File: config.mk
export PLATFORM = sky130hd
export DESIGN_NAME = branch_resolve
export DESIGN_NICKNAME = d
export VERILOG_FILES = /design/src/rtl/branch_resolve.sv
export SDC_FILE = /design/constraint.sdc
export NUM_CORES = 1
export LEC_CHECK = 0
export ABC_AREA = 1
export BUFFER_PORTS_ARGS = -buffer_cell sky130_fd_sc_hd__buf_2
export CAP_MARGIN = 20
export CELL_PAD_IN_SITES_DETAIL_PLACEMENT = 1
export CELL_PAD_IN_SITES_GLOBAL_PLACEMENT = 2
export CORE_ASPECT_RATIO = 1.75
export CORE_MARGIN = 3
export CORE_UTILIZATION = 34
export DETAILED_ROUTE_END_ITERATION = 16
export MAX_ROUTING_LAYER = met4
export PLACE_DENSITY = 0.91
export SYNTH_ARGS = -nofsm -noshare
export SYNTH_HDL_FRONTEND = slang
export SYNTH_SLANG_ARGS = --single-unit
File: constraint.sdc
create_clock -name clk -period 7.3 [get_ports clk]
set_clock_uncertainty 0.15 [all_clocks]
set_input_delay 1.46 -clock clk [delete_from_list [all_inputs] [get_ports clk]]
set_output_delay 1.46 -clock clk [all_outputs]
set_load 0.01 [all_outputs]
File: src/rtl/branch_resolve.sv
// branch_resolve: ID-stage branch resolution and predictor-update unit.
//
// Keeps IF-stage predictions in a small in-order queue. When ID resolves a
// conditional branch, the real outcome is compared against the oldest queued
// prediction. The unit then drives predictor-update strobes and, on a
// mispredict, a flush/redirect toward pc_reg.
//
// Optional feature macro: BR_STATS_EN. When it is defined, saturating
// statistics counters are built. When it is undefined, both stat outputs are
// tied to 0.
//
// Ports:
//   clk, rst              clock (rising edge), synchronous active-high reset
//   push_valid/pc/take/sel  prediction from IF; push_ready = queue not full (comb)
//   res_valid/pc/funct3/rs1/rs2/imm  branch to resolve in ID
//   id_is_branch          one-cycle update strobe to the predictor
//   id_take_or_not        actual outcome of the resolved branch
//   id_pre_true           prediction was correct
//   id_sel, id_pc         predictor component used, PC of the resolved branch
//   flush_o, flush_target_o  mispredict pulse and the correct next PC
//   count_o               queue occupancy
//   err_orphan_o          resolve without a matching prediction, or bad funct3
//   stat_branches_o, stat_mispred_o  statistics (BR_STATS_EN only)
module branch_resolve #(
   parameter int unsigned DEPTH = 4,
   parameter int unsigned PTR_W = 2
) (
   input  logic              clk,
   input  logic              rst,
   input  logic              push_valid,
   input  logic [31:0]       push_pc,
   input  logic              push_take,
   input  logic              push_sel,
   output logic              push_ready,
   input  logic              res_valid,
   input  logic [31:0]       res_pc,
   input  logic [2:0]        res_funct3,
   input  logic [31:0]       res_rs1,
   input  logic [31:0]       res_rs2,
   input  logic [31:0]       res_imm,
   output logic              id_is_branch,
   output logic              id_take_or_not,
   output logic              id_pre_true,
   output logic              id_sel,
   output logic [31:0]       id_pc,
   output logic              flush_o,
   output logic [31:0]       flush_target_o,
   output logic [PTR_W:0]    count_o,
   output logic              err_orphan_o,
   output logic [31:0]       stat_branches_o,
   output logic [31:0]       stat_mispred_o
);

   localparam int unsigned CNT_W = PTR_W + 1;

   typedef struct packed {
      logic [31:0] pc;
      logic        take;
      logic        sel;
   } entry_t;

   entry_t           queue [DEPTH];
   logic [PTR_W-1:0] head;
   logic [PTR_W-1:0] tail;
   logic [CNT_W-1:0] count;

   entry_t      head_entry;
   logic        actual_take;
   logic        bad_funct3;
   logic [31:0] actual_target;
   logic        match;
   logic        mispred;
   logic        push_acc;

   // Branch condition evaluation
   always_comb begin
      actual_take = 1'b0;
      bad_funct3  = 1'b0;
      unique case (res_funct3)
         3'b000:  actual_take = (res_rs1 == res_rs2);
         3'b001:  actual_take = (res_rs1 != res_rs2);
         3'b100:  actual_take = ($signed(res_rs1) <  $signed(res_rs2));
         3'b101:  actual_take = ($signed(res_rs1) >= $signed(res_rs2));
         3'b110:  actual_take = (res_rs1 <  res_rs2);
         3'b111:  actual_take = (res_rs1 >= res_rs2);
         default: bad_funct3  = 1'b1;
      endcase
   end

   assign actual_target = actual_take ? (res_pc + res_imm) : (res_pc + 32'd4);

   // Match against the oldest prediction. Push readiness uses the pre-pop count.
   // A push in a mispredict cycle is wrong-path and is dropped.
   assign head_entry = queue[head];
   assign match      = res_valid && (count != '0) && (head_entry.pc == res_pc);
   assign mispred    = match && (head_entry.take != actual_take);
   assign push_ready = (count != CNT_W'(DEPTH));
   assign push_acc   = push_valid && push_ready && !mispred;
   assign count_o    = count;

   // Queue storage (data only, no reset needed)
   always_ff @(posedge clk) begin
      if (!rst && push_acc) begin
         queue[tail] <= '{pc: push_pc, take: push_take, sel: push_sel};
      end
   end

   // Pointers, occupancy and registered outputs
   always_ff @(posedge clk) begin
      if (rst) begin
         head           <= '0;
         tail           <= '0;
         count          <= '0;
         id_is_branch   <= 1'b0;
         id_take_or_not <= 1'b0;
         id_pre_true    <= 1'b0;
         id_sel         <= 1'b0;
         id_pc          <= '0;
         flush_o        <= 1'b0;
         flush_target_o <= '0;
         err_orphan_o   <= 1'b0;
      end else begin
         if (mispred) begin
            head  <= '0;
            tail  <= '0;
            count <= '0;
         end else begin
            if (match)    head <= head + PTR_W'(1);
            if (push_acc) tail <= tail + PTR_W'(1);
            count <= count + CNT_W'(push_acc) - CNT_W'(match);
         end
         id_is_branch <= match;
         flush_o      <= mispred;
         err_orphan_o <= res_valid && (!match || bad_funct3);
         if (match) begin
            id_take_or_not <= actual_take;
            id_pre_true    <= (head_entry.take == actual_take);
            id_sel         <= head_entry.sel;
            id_pc          <= res_pc;
         end
         if (mispred) flush_target_o <= actual_target;
      end
   end

`ifdef BR_STATS_EN
   // Saturating statistics counters
   always_ff @(posedge clk) begin
      if (rst) begin
         stat_branches_o <= '0;
         stat_mispred_o  <= '0;
      end else begin
         if (match && (stat_branches_o != '1))  stat_branches_o <= stat_branches_o + 32'd1;
         if (mispred && (stat_mispred_o != '1)) stat_mispred_o  <= stat_mispred_o + 32'd1;
      end
   end
`else
   assign stat_branches_o = '0;
   assign stat_mispred_o  = '0;
`endif

endmodule

==> insert_results.sql, run 1 <==
INSERT INTO impl_metrics (metric_group, metric, value, unit) VALUES
('status', 'run_status', 'finished clean', ''),
('drt', 'drtPass1Iterations', '5', ''),
('pwr', 'pwr_density_cell', '197', 'mW/mm2'),
('timing', 'setup_viol', '0', ''),
('floorplanning', 'placement_rows', '94', ''),
('yosys', 'async_flop_share', '0', '%'),
('yosys', 'post_synth_num_cell_types', '50', ''),
('cells_and_area', 'fin_nets', '2092', ''),
('pwr', 'leakage', '0.00711', 'uW'),
('critical_path', 'timing.reg2reg.setup_slack', '2.30', 'ns'),
('timing', 'timing.final.hold_violations', '0', ''),
('global_routing', 'grt_use_met2', '42.2', '%'),
('yosys', 'flip_flop_and_latch_count_after_synthesis', '215', ''),
('cts', 'cts_max_path_buffers', '3', ''),
('global_routing', 'number_of_antenna_violations_at_the_first_check_in_global_routing', '8', ''),
('floorplanning', 'chipHeight', '265', 'um'),
('critical_path', 'crit_path_max_fanout', '68', ''),
('timing', 'setup_ws', '2.30', 'ns'),
('place', 'dp.final_hpwl', '36200', 'um'),
('cts', 'cts.reportedPaths.clkPinSlew', '0.06', 'ns'),
('floorplanning', 'floorplan.initialDensity', '34.6', '%'),
('timing', 'worst-slew-pin-transition', '0.884', 'ns'),
('critical_path', 'timing.critical_path.to_type', 'flip-flop', ''),
('timing', 'fmax', '200', 'MHz'),
('timing', 'rsz0062_at_grt', 'false', ''),
('pwr', 'total_power', '2980', 'uW'),
('place', 'dp.cells', '2308', ''),
('yosys', 'ys.flop_type', 'edfxtp_1', ''),
('cts', 'cts_setup_buffers', '0', ''),
('pwr', 'netSwitchingFraction', '28.3', '%'),
('pwr', 'share_comb_of_total_power', '18.2', '%'),
('yosys', 'synth_top_cells_by_count', 'nand2_1 (463), nand3_1 (192), edfxtp_1 (136)', ''),
('floorplanning', 'die_x', '154', 'um'),
('yosys', 'synth-edff-count', '136', ''),
('cts', 'post_cts.resized_instances', '0', ''),
('cts', 'htree_num_levels', '1', ''),
('critical_path', 'crit_path_max_incr_delay', '0.55', 'ns'),
('cts', 'tritoncts', 'built', ''),
('yosys', 'syn_area', '0.0130', 'mm2'),
('drt', 'wl_per_cell', '19.3', 'um'),
('critical_path', 'timing.critical_path.slowest_stage_cell', 'nand3_2', ''),
('pwr', 'ir_drop', '124', 'uV'),
('global_routing', 'grt_pass1_vias', '12600', ''),
('yosys', 'synth_cells', '1627', ''),
('critical_path', 'timing.critical_path.from_type', 'flip-flop', ''),
('worst_hold_path', 'min-delay-path-class', 'flip-flop to flip-flop', ''),
('yosys', 'ys.warnings.count', '0', ''),
('place', 'worst_slack_after_detailed_placement', '1.84', 'ns'),
('place', 'gp_routability_congestion', '0.956', ''),
('timing', 'post-route-min-period', '5.00', 'ns'),
('cells_and_area', 'stdcell_count', '2347', ''),
('floorplanning', 'ios', '307', ''),
('yosys', 'synth_area_leader_cell', 'edfxtp_1', ''),
('timing', 'finalMaxSlewViolations', '0', ''),
('drt', 'first_iter_violations', '528', ''),
('flow_run', 'cap_violations', '0', ''),
('floorplanning', 'die-area', '0.0407', 'mm2'),
('yosys', 'synth_most_common_cell', 'nand2_1', ''),
('critical_path', 'critical_path.reg2reg.endpoint', 'count_o[2]', ''),
('cts', 'clock_tree.root_cell', 'clkbuf_16', ''),
('yosys', 'synth_seq_area_share', '43.5', '%'),
('drt', 'finalWirelength', '45300', 'um'),
('yosys', 'yosys-top-cells-area', 'edfxtp_1 (31%), nand2_1 (13%), dfxtp_1 (12%), nand3_1 (7.4%), ha_1 (6.7%)', ''),
('global_routing', 'met3_usage', '2.68', '%'),
('pwr', 'p_int', '2130', 'uW'),
('global_routing', 'largest_net_degree_at_the_start_of_global_routing', '86', ''),
('timing', 'period_share', '68.5', '%'),
('cts', 'cts.sinks', '215', ''),
('pwr', 'power.share.clock', '36.7', '%'),
('critical_path', 'rr_worst_depth', '19', ''),
('cells_and_area', 'post_route_cells_drive_above_1_share', '16.6', '%');
## per-layer routing
layer | vias to the layer above | share of wire, %
li1 | 5758 | -
met1 | 5617 | 35
met2 | 329 | 55
met3 | 93 | 4.7
met4 | 0 | 4.7
met5 | - | 0
## through the flow
| step | hold slack [ns] | cell area [um2] | util, % |
|---|---|---|---|
| 3_5_place_dp | 0.285 | 14400 | 38.2 |
| 6_report | 0.315 | 15100 | 40.0 |
| 2_1_floorplan | 0.319 | 13200 | - |
| 5_1_grt | 0.333 | 15100 | 40.0 |
| 3_3_place_gp | 0.293 | 14400 | 38.2 |
| 4_1_cts | 0.318 | 15100 | 40.0 |
## placed cells by master, fill, tap and decap left out, drive strengths merged, types with 3 or more instances in the layout
cell type	netlist	layout
xor2	52	52
clkbuf	13	23
or2	6	6
edfxtp	136	136
nand4	20	20
clkinv	0	3
nand3	193	193
nand2	466	466
buf	101	252
nor4	8	8
diode	0	7
inv	138	139
o21ai	83	83
conb	1	64
xnor2	12	12
bufinv	0	3
nor3	25	25
o21bai	5	5
a31oi	3	3
a21o	4	4
nor2	112	112
dfxtp	79	79
ha	70	70
a21oi	77	77
## critical path: cells and delay by family (launching register included)
kind	cells	cell delay (ns)
flops	1	0.45
fa+ha+maj	3	0.70
simple gates	11	2.15
compound gates	2	0.67
buf+inv	3	0.74
## logic make-up after synthesis
family                   after synthesis  synth area share, %
AO/OA/AOI/OAI                        189                 7.92
XOR/XNOR                              64                 4.31
adder cells (fa/ha/maj)               72                 7.04
buffers and inverters                252                 9.80
flip-flops                           215                 43.5
other                                  1               0.0288
AND/OR/NAND/NOR                      834                 27.4
## area by class of cell
class | instances | area, um2
Multi-Input combinational cell | 1223 | 6320
Clock inverter | 9 | 125
Tap cell | 480 | 601
Antenna cell | 7 | 17.5
Fill cell | 4712 | 22600
Clock buffer | 23 | 533
Sequential cell | 215 | 5670
Timing Repair Buffer | 252 | 1290
Inverter | 138 | 523
## state kept, by name, summed over array words and instances, names as in the netlist, named ones only
signal	cells
tail	2
flush_target_o	32
id_take_or_not	1
id_pre_true	1
count_o	3
id_is_branch	1
id_pc	32
err_orphan_o	1
head	2
id_sel	1
flush_o	1
queue	136
## power groups by stage
stage	Clock [uW]	Sequential, uW	Combinational, uW
finish	1090	1340	541
global route	1160	1340	606
CTS	1120	1340	544
detailed placement	0	1370	539
global placement	0	1370	526
floorplan	0	1370	352
## how the worst min path moves through the flow
stage,startpoint,endpoint,slack (ns),cells past startpoint
final,flush_target_o[3],flush_target_o[3],0.31,2
after global routing,flush_target_o[30],flush_target_o[30],0.33,2
after CTS,flush_target_o[3],flush_target_o[3],0.32,2
after detailed placement,flush_target_o[3],flush_target_o[3],0.29,2
after global placement,flush_target_o[3],flush_target_o[3],0.29,2
after floorplan,flush_target_o[30],flush_target_o[30],0.32,2
No activity file was read; power rests on OpenSTA's default activity.
==> run 2, diff against run 1 <==
- CORE_UTILIZATION: 34 -> 28
- PLACE_DENSITY: 0.91 -> 0.8
- clock period: 7.3 -> 4.2 ns (I/O delays scaled with it)
==> run 2 against run 1 <==
Net effect:
- non-clock buffer count grew 38
- worst hold slack lost 0.022 ns
- combinational power grew 84%
- routed wire length grew 6.6%
==> insert_results.sql, run 2 (same netlist as run 1, synthesis figures left out) <==
INSERT INTO impl_metrics (metric_group, metric, value, unit) VALUES
('timing', 'rsz0062_at_grt', 'false', ''),
('floorplanning', 'chipHeight', '291', 'um'),
('cts', 'cts_max_path_buffers', '3', ''),
('cts', 'tritoncts', 'built', ''),
('worst_hold_path', 'min_delay_worst_endpoint', 'flush_target_o[29]', ''),
('critical_path', 'timing.critical_path.from_type', 'flip-flop', ''),
('pwr', 'pwr_density_cell', '344', 'mW/mm2'),
('timing', 'timing.max_slew.rel_slack', '57.1', '%'),
('floorplanning', 'ios', '307', ''),
('cells_and_area', 'post_route_cells_drive_above_1_share', '18.7', '%'),
('timing', 'finalMaxSlewViolations', '0', ''),
('pwr', 'power.share.clock', '38.7', '%'),
('cells_and_area', 'fin_nets', '2131', ''),
('global_routing', 'largest_net_degree_at_the_start_of_global_routing', '61', ''),
('cells_and_area', 'max_flop_register', 'queue', ''),
('timing', 'worst-slew-pin-transition', '0.638', 'ns'),
('critical_path', 'criticalPathCategory', 'flip-flop to flip-flop', ''),
('place', 'place.port_buffers', '242', ''),
('place', 'gp_routability_congestion', '0.964', ''),
('cts', 'cts.reportedPaths.clkPinSlew', '0.06', 'ns'),
('drt', 'wl_per_cell', '19.4', 'um'),
('pwr', 'p_int', '3910', 'uW'),
('pwr', 'netSwitchingFraction', '28.1', '%'),
('place', 'dp.final_hpwl', '39900', 'um'),
('cells_and_area', 'commonest_cells_after_routing_fill_and_taps_aside', 'nand2_1 (463), buf_2 (242), nand3_1 (192)', ''),
('cells_and_area', 'reg_top3', 'queue: 136 flops, flush_target_o: 32 flops, id_pc: 32 flops', ''),
('critical_path', 'worstPathCellList', 'inv_6 -> buf_4 -> nand2_1 -> nand3_1 -> nand2_1 -> xor2_1 -> nand3_1 -> nor3_1 -> nand2_1 -> nor2_2 -> nand2_1 -> nor2_1 -> buf_4 -> nand3_2 -> nand2_1 -> ha_1 -> inv_1 -> ha_1 -> fa_1 -> or2_2 -> a21oi_1', ''),
('pwr', 'leakage', '0.00739', 'uW'),
('drt', 'drc', '0', ''),
('critical_path', 'timing.critical_path.buf_inv', '4', ''),
('cells_and_area', 'multi_input_comb_area', '0.00633', 'mm2'),
('cells_and_area', 'area_growth_syn_to_layout', '21.3', '%'),
('pwr', 'power_frac_seq', '42.9', '%'),
('cells_and_area', 'largest_register_ff_count', '136', ''),
('timing', 'timing.final.hold_violations', '0', ''),
('critical_path', 'rr_worst_depth', '21', ''),
('timing', 'period_share', '92.1', '%'),
('pwr', 'ir_drop', '214', 'uV'),
('timing', 'setup_viol', '0', ''),
('place', 'dp.cells', '2442', ''),
('critical_path', 'cp_data_required_time', '4.50', 'ns'),
('place', 'detailed_place.area', '0.0149', 'mm2'),
('timing', 'fmax', '259', 'MHz'),
('cts', 'clk_latency', '0.52', 'ns'),
('pwr', 'share_comb_of_total_power', '18.4', '%'),
('global_routing', 'total_global_routing_track_utilization', '19.4', '%'),
('drt', 'routed_via_density', '4.78', ''),
('cts', 'htree_num_levels', '1', ''),
('floorplanning', 'design.core.area', '0.0455', 'mm2'),
('global_routing', 'grt_remaining_overflow', '0', ''),
('worst_hold_path', 'holdPathStages', '2', ''),
('critical_path', 'timing.critical_path.mode_cell', 'nand2_1', ''),
('critical_path', 'worst-endpoint-arrival', '4.17', 'ns'),
('critical_path', 'timing.critical_path.to_type', 'flip-flop', ''),
('cells_and_area', 'final_common_cell', 'nand2_1', ''),
('cts', 'clock_tree.root_cell', 'clkbuf_16', ''),
('drt', 'final_antenna_net_count', '0', ''),
('floorplanning', 'die-area', '0.0492', 'mm2'),
('cells_and_area', 'final.fill_count', '5557', ''),
('cells_and_area', 'layout.area.seq', '0.00567', 'mm2'),
('worst_hold_path', 'min-delay-path-class', 'flip-flop to flip-flop', ''),
('drt', 'route.vias.total', '11900', ''),
('drt', 'drtPass1Iterations', '4', ''),
('timing', 'setup_tns_after_final_layout', '0', 'ns'),
('floorplanning', 'die_x', '169', 'um'),
('global_routing', 'number_of_antenna_violations_at_the_first_check_in_global_routing', '10', ''),
('critical_path', 'timing.reg2reg.setup_slack', '0.33', 'ns'),
('floorplanning', 'floorplan.initialDensity', '28.6', '%'),
('critical_path', 'timing.critical_path.slowest_stage_cell', 'dfxtp_4', ''),
('global_routing', 'global_route_wire_length_before_repair', '72100', 'um'),
('flow_run', 'cap_violations', '0', ''),
('critical_path', 'crit_path_max_fanout', '21', ''),
('global_routing', 'grt_pass1_vias', '12700', ''),
('pwr', 'p_switching', '1520', 'uW'),
('cts', 'cts.sinks', '215', ''),
('cells_and_area', 'post_route_standard_cell_area_excluding_fillers', '0.0158', 'mm2'),
('pwr', 'total_power', '5430', 'uW'),
('status', 'run_status', 'finished clean', ''),
('floorplanning', 'placement_rows', '103', ''),
('cells_and_area', 'stdcell_count', '2488', ''),
('timing', 'post-route-min-period', '3.87', 'ns'),
('critical_path', 'timing.critical_path.max_delay_family', 'simple AND/OR/NAND/NOR gates', ''),
('cts', 'cts_buffers', '22', ''),
('drt', 'finalWirelength', '48300', 'um'),
('critical_path', 'crit_path_max_incr_delay', '0.39', 'ns'),
('drt', 'first_iter_violations', '490', ''),
('worst_hold_path', 'hold_path.startpoint', 'flush_target_o[29]', ''),
('critical_path', 'critical_path.reg2reg.endpoint', 'count_o[2]', '');
-- run 2: cell types whose count changed in the layout (fill, tap and decap cells not counted), sizes merged --
cell      delta
bufinv       +1
clkinvlp     +1
clkbuf       +2
diode        +1
inv          +4
buf         +37
clkinv       -2
-- run 2: worst max-delay path by stage --
stage	slack, ns	start	end	depth (start not counted)
global placement	-0.01	res_rs2[31]	queue[2][13]	19
detailed placement	-0.15	res_rs1[27]	queue[2][14]	17
finish	0.33	flip-flop	count_o[2]	21
floorplan	-0.43	res_rs2[31]	queue[0][0]	16
global route	0.02	flip-flop	count_o[2]	21
CTS	0.12	flip-flop	count_o[2]	21
-- run 2: per-layer routing --
metal | vias up | GRT usage, % | routed length [um]
li1 | 5832 | - | -
met1 | 5610 | 19.0 | 17400
met2 | 326 | 37.1 | 26300
met3 | 118 | 2.69 | 2140
met4 | 0 | 9.07 | 2430
met5 | - | - | 0
-- run 2: tightest hold or removal path, delay by kind of cell, from the launching register on --
kind             cells  cell delay (ns)
AND/OR/NAND/NOR      2             0.09
flip-flops           1             0.32
-- run 2: cell type report --
cell class / instances / area share, %
multi-input cells: 1223 / 40.1
flip-flops and latches: 215 / 35.9
repair buffers: 290 / 11.0
well taps: 577 / 4.57
clock buffers: 24 / 3.67
inverters: 138 / 3.35
clock inverters: 13 / 1.20
diodes: 8 / 0.127
-- run 2: power by group through the flow --
stage	Clock (uW)	Sequential, uW	Combinational [uW]
after global routing	2250	2330	1120
after CTS	2160	2330	1010
after floorplan	0	2380	612
final	2100	2330	998
after global placement	0	2370	982
after detailed placement	0	2380	1000
-- run 2: stage by stage --
stage / hold WS (ns) / setup slack [ns] / utilization (%)
floorplan: 0.319 / -0.427 / -
global route: 0.327 / 0.0206 / 34.7
finish: 0.292 / 0.332 / 34.7
detailed placement: 0.283 / -0.149 / 32.8
global placement: 0.288 / -0.00997 / 32.8
CTS: 0.298 / 0.122 / 34.5
-- run 2: timing repair --
item | 4_1_cts | 5_1_grt
hold buffers | 0 | 0
setup endpoints to repair | 0 | 19
resized for setup | 0 | 7
buffers inserted | 0 | 0
==> run 3, diff against run 2 <==
- CORE_UTILIZATION: 28 -> 29
- CTS_BUF_LIST: unset -> sky130_fd_sc_hd__clkbuf_4 sky130_fd_sc_hd__clkbuf_8
- PLACE_DENSITY: 0.8 -> 0.83
==> run 3 against run 2 <==
Net effect:
- power shrank 3.2%
- sequential cell count is the same
- core utilization grew 0.64 points
- clock-buffer cell count grew 17
- global-route usage grew 0.10 points
- sequential share of layout area grew 0.31 points
- maximum frequency shrank 1.4%
- routed wire length shrank 2.1%
- critical path type unchanged
- highest routed layer unchanged
==> insert_results.sql, run 3 (same netlist as run 1, synthesis figures left out) <==
INSERT INTO impl_metrics (metric_group, metric, value, unit) VALUES
('drt', 'routed_via_density', '4.75', ''),
('cells_and_area', 'commonest_cells_after_routing_fill_and_taps_aside', 'nand2_1 (463), buf_2 (242), nand3_1 (192)', ''),
('cts', 'cts.sinks', '215', ''),
('cts', 'cts_max_path_buffers', '3', ''),
('cts', 'htree_num_levels', '2', ''),
('cells_and_area', 'layout.area.seq', '0.00567', 'mm2'),
('drt', 'first_iter_violations', '728', ''),
('pwr', 'pwr_density_cell', '336', 'mW/mm2'),
('pwr', 'leakage', '0.00736', 'uW'),
('cts', 'tritoncts', 'built', ''),
('timing', 'setup_tns_after_final_layout', '0', 'ns'),
('drt', 'finalWirelength', '47300', 'um'),
('cts', 'cts_setup_buffers', '0', ''),
('floorplanning', 'ios', '307', ''),
('floorplanning', 'design.core.area', '0.0443', 'mm2'),
('cts', 'clk_latency', '0.55', 'ns'),
('critical_path', 'criticalPathCategory', 'flip-flop to flip-flop', ''),
('timing', 'timing.final.hold_violations', '0', ''),
('status', 'run_status', 'finished clean', ''),
('flow_run', 'cap_violations', '0', ''),
('cells_and_area', 'multi_input_comb_area', '0.00633', 'mm2'),
('timing', 'fmax', '255', 'MHz'),
('floorplanning', 'floorplan.initialDensity', '29.4', '%'),
('timing', 'worst-slew-pin-transition', '0.636', 'ns'),
('timing', 'period_share', '93.4', '%'),
('cells_and_area', 'fin_nets', '2138', ''),
('critical_path', 'worst-endpoint-arrival', '4.25', 'ns'),
('floorplanning', 'placement_rows', '102', ''),
('drt', 'drtPass1Iterations', '5', ''),
('timing', 'post-route-min-period', '3.92', 'ns'),
('cts', 'holdBufCountCts', '0', ''),
('worst_hold_path', 'min-delay-path-class', 'flip-flop to flip-flop', ''),
('pwr', 'total_power', '5260', 'uW'),
('global_routing', 'grt_remaining_overflow', '0', ''),
('timing', 'finalMaxSlewViolations', '0', ''),
('drt', 'drc', '0', ''),
('global_routing', 'number_of_antenna_violations_at_the_first_check_in_global_routing', '7', ''),
('cells_and_area', 'largest_register_ff_count', '136', ''),
('cells_and_area', 'post_route_cells_drive_above_1_share', '19.4', '%'),
('timing', 'timing.max_slew.rel_slack', '57.6', '%'),
('drt', 'wl_per_cell', '18.9', 'um'),
('cts', 'cts_buffers', '34', ''),
('cts', 'cts.reportedPaths.clkPinSlew', '0.07', 'ns'),
('cells_and_area', 'area_growth_syn_to_layout', '20.3', '%'),
('cts', 'clock_tree.root_cell', 'clkbuf_8', ''),
('critical_path', 'timing.critical_path.to_type', 'flip-flop', ''),
('timing', 'setup_viol', '0', ''),
('critical_path', 'cp_data_required_time', '4.53', 'ns'),
('drt', 'final_antenna_net_count', '0', ''),
('floorplanning', 'die-area', '0.0475', 'mm2'),
('global_routing', 'total_global_routing_track_utilization', '19.5', '%'),
('place', 'gp_routability_congestion', '0.899', ''),
('cells_and_area', 'final_common_cell', 'nand2_1', ''),
('place', 'dp.final_hpwl', '38300', 'um'),
('global_routing', 'grt_pass1_vias', '12400', ''),
('timing', 'final.hold.worst_slack', '0.295', 'ns'),
('cells_and_area', 'final.fill_count', '5458', ''),
('critical_path', 'timing.critical_path.from_type', 'flip-flop', ''),
('floorplanning', 'die_x', '166', 'um'),
('global_routing', 'largest_net_degree_at_the_start_of_global_routing', '64', ''),
('cells_and_area', 'max_flop_register', 'queue', ''),
('critical_path', 'crit_path_max_fanout', '15', ''),
('cells_and_area', 'reg_top3', 'queue: 136 flops, flush_target_o: 32 flops, id_pc: 32 flops', ''),
('global_routing', 'global_route_wire_length_before_repair', '70200', 'um'),
('floorplanning', 'chipHeight', '286', 'um'),
('place', 'place.port_buffers', '242', ''),
('drt', 'route.vias.total', '11900', ''),
('pwr', 'ir_drop', '125', 'uV'),
('timing', 'rsz0062_at_grt', 'false', '');
## run 3: report_power, final
| group | internal [uW] | switching, uW | leakage [uW] |
|---|---|---|---|
| Sequential | 2310 | 21.7 | 0.00187 |
| Combinational | 333 | 640 | 0.00511 |
| Clock | 1090 | 861 | 0.000377 |
## run 3: final timing paths
kind / cells after the start / startpoint / slack, ns / to
min: 2 / flush_target_o[28] / 0.29 / flush_target_o[28]
max reg2reg: 20 / flip-flop / 0.28 / count_o[2]
min reg2reg: 2 / flush_target_o[28] / 0.29 / flush_target_o[28]
max: 20 / flip-flop / 0.28 / count_o[2]
## run 3: timing repair
| action | in CTS | in global routing |
|---|---|---|
| resized for setup | 0 | 6 |
| setup endpoints to repair | 0 | 67 |
| endpoints found under the hold margin | 0 | 0 |
## run 3: layer usage
layer  global-route usage [%]  vias up  wire [um]
met3                     2.99       91       2050
met4                     8.84        0       2250
met5                        -        -          0
li1                         -     5859          -
met1                     19.0     5588      17200
met2                     37.8      333      25900
## run 3: critical path, stage by stage (launching register included)
cell,delay [ns]
dfxtp_1,0.52
buf_4,0.29
nand3_1,0.10
nand2_1,0.10
nor2_1,0.14
nor2_1,0.17
nand3_1,0.10
nor2_1,0.11
nand2_1,0.08
nor2_1,0.28
nand2_1,0.16
nor2_2,0.14
buf_4,0.12
nand3_2,0.08
nand2_1,0.11
ha_1,0.13
inv_1,0.05
ha_1,0.19
fa_1,0.38
or2_2,0.31
a21oi_1,0.13
## run 3: final cells by class
class,instances,share of cell area (%)
antenna,5,0.0800
clock buffer,41,3.37
clock inverter,20,1.37
inverter,138,3.37
multi-input combinational,1223,40.4
sequential,215,36.2
tap,572,4.57
timing repair buffer,285,10.6
## run 3: metrics by stage
step / util, % / setup slack [ns] / cells / cell area, um2
final: 35.3 / 0.279 / 2499 / 15600
after global routing: 35.3 / 0.00923 / 2499 / 15600
after CTS: 35.2 / 0.146 / 2493 / 15600
after detailed placement: 33.5 / -0.000998 / 2432 / 14800
after global placement: 33.5 / 0.116 / 2432 / 14800
after floorplan: - / -0.427 / 1690 / 13200
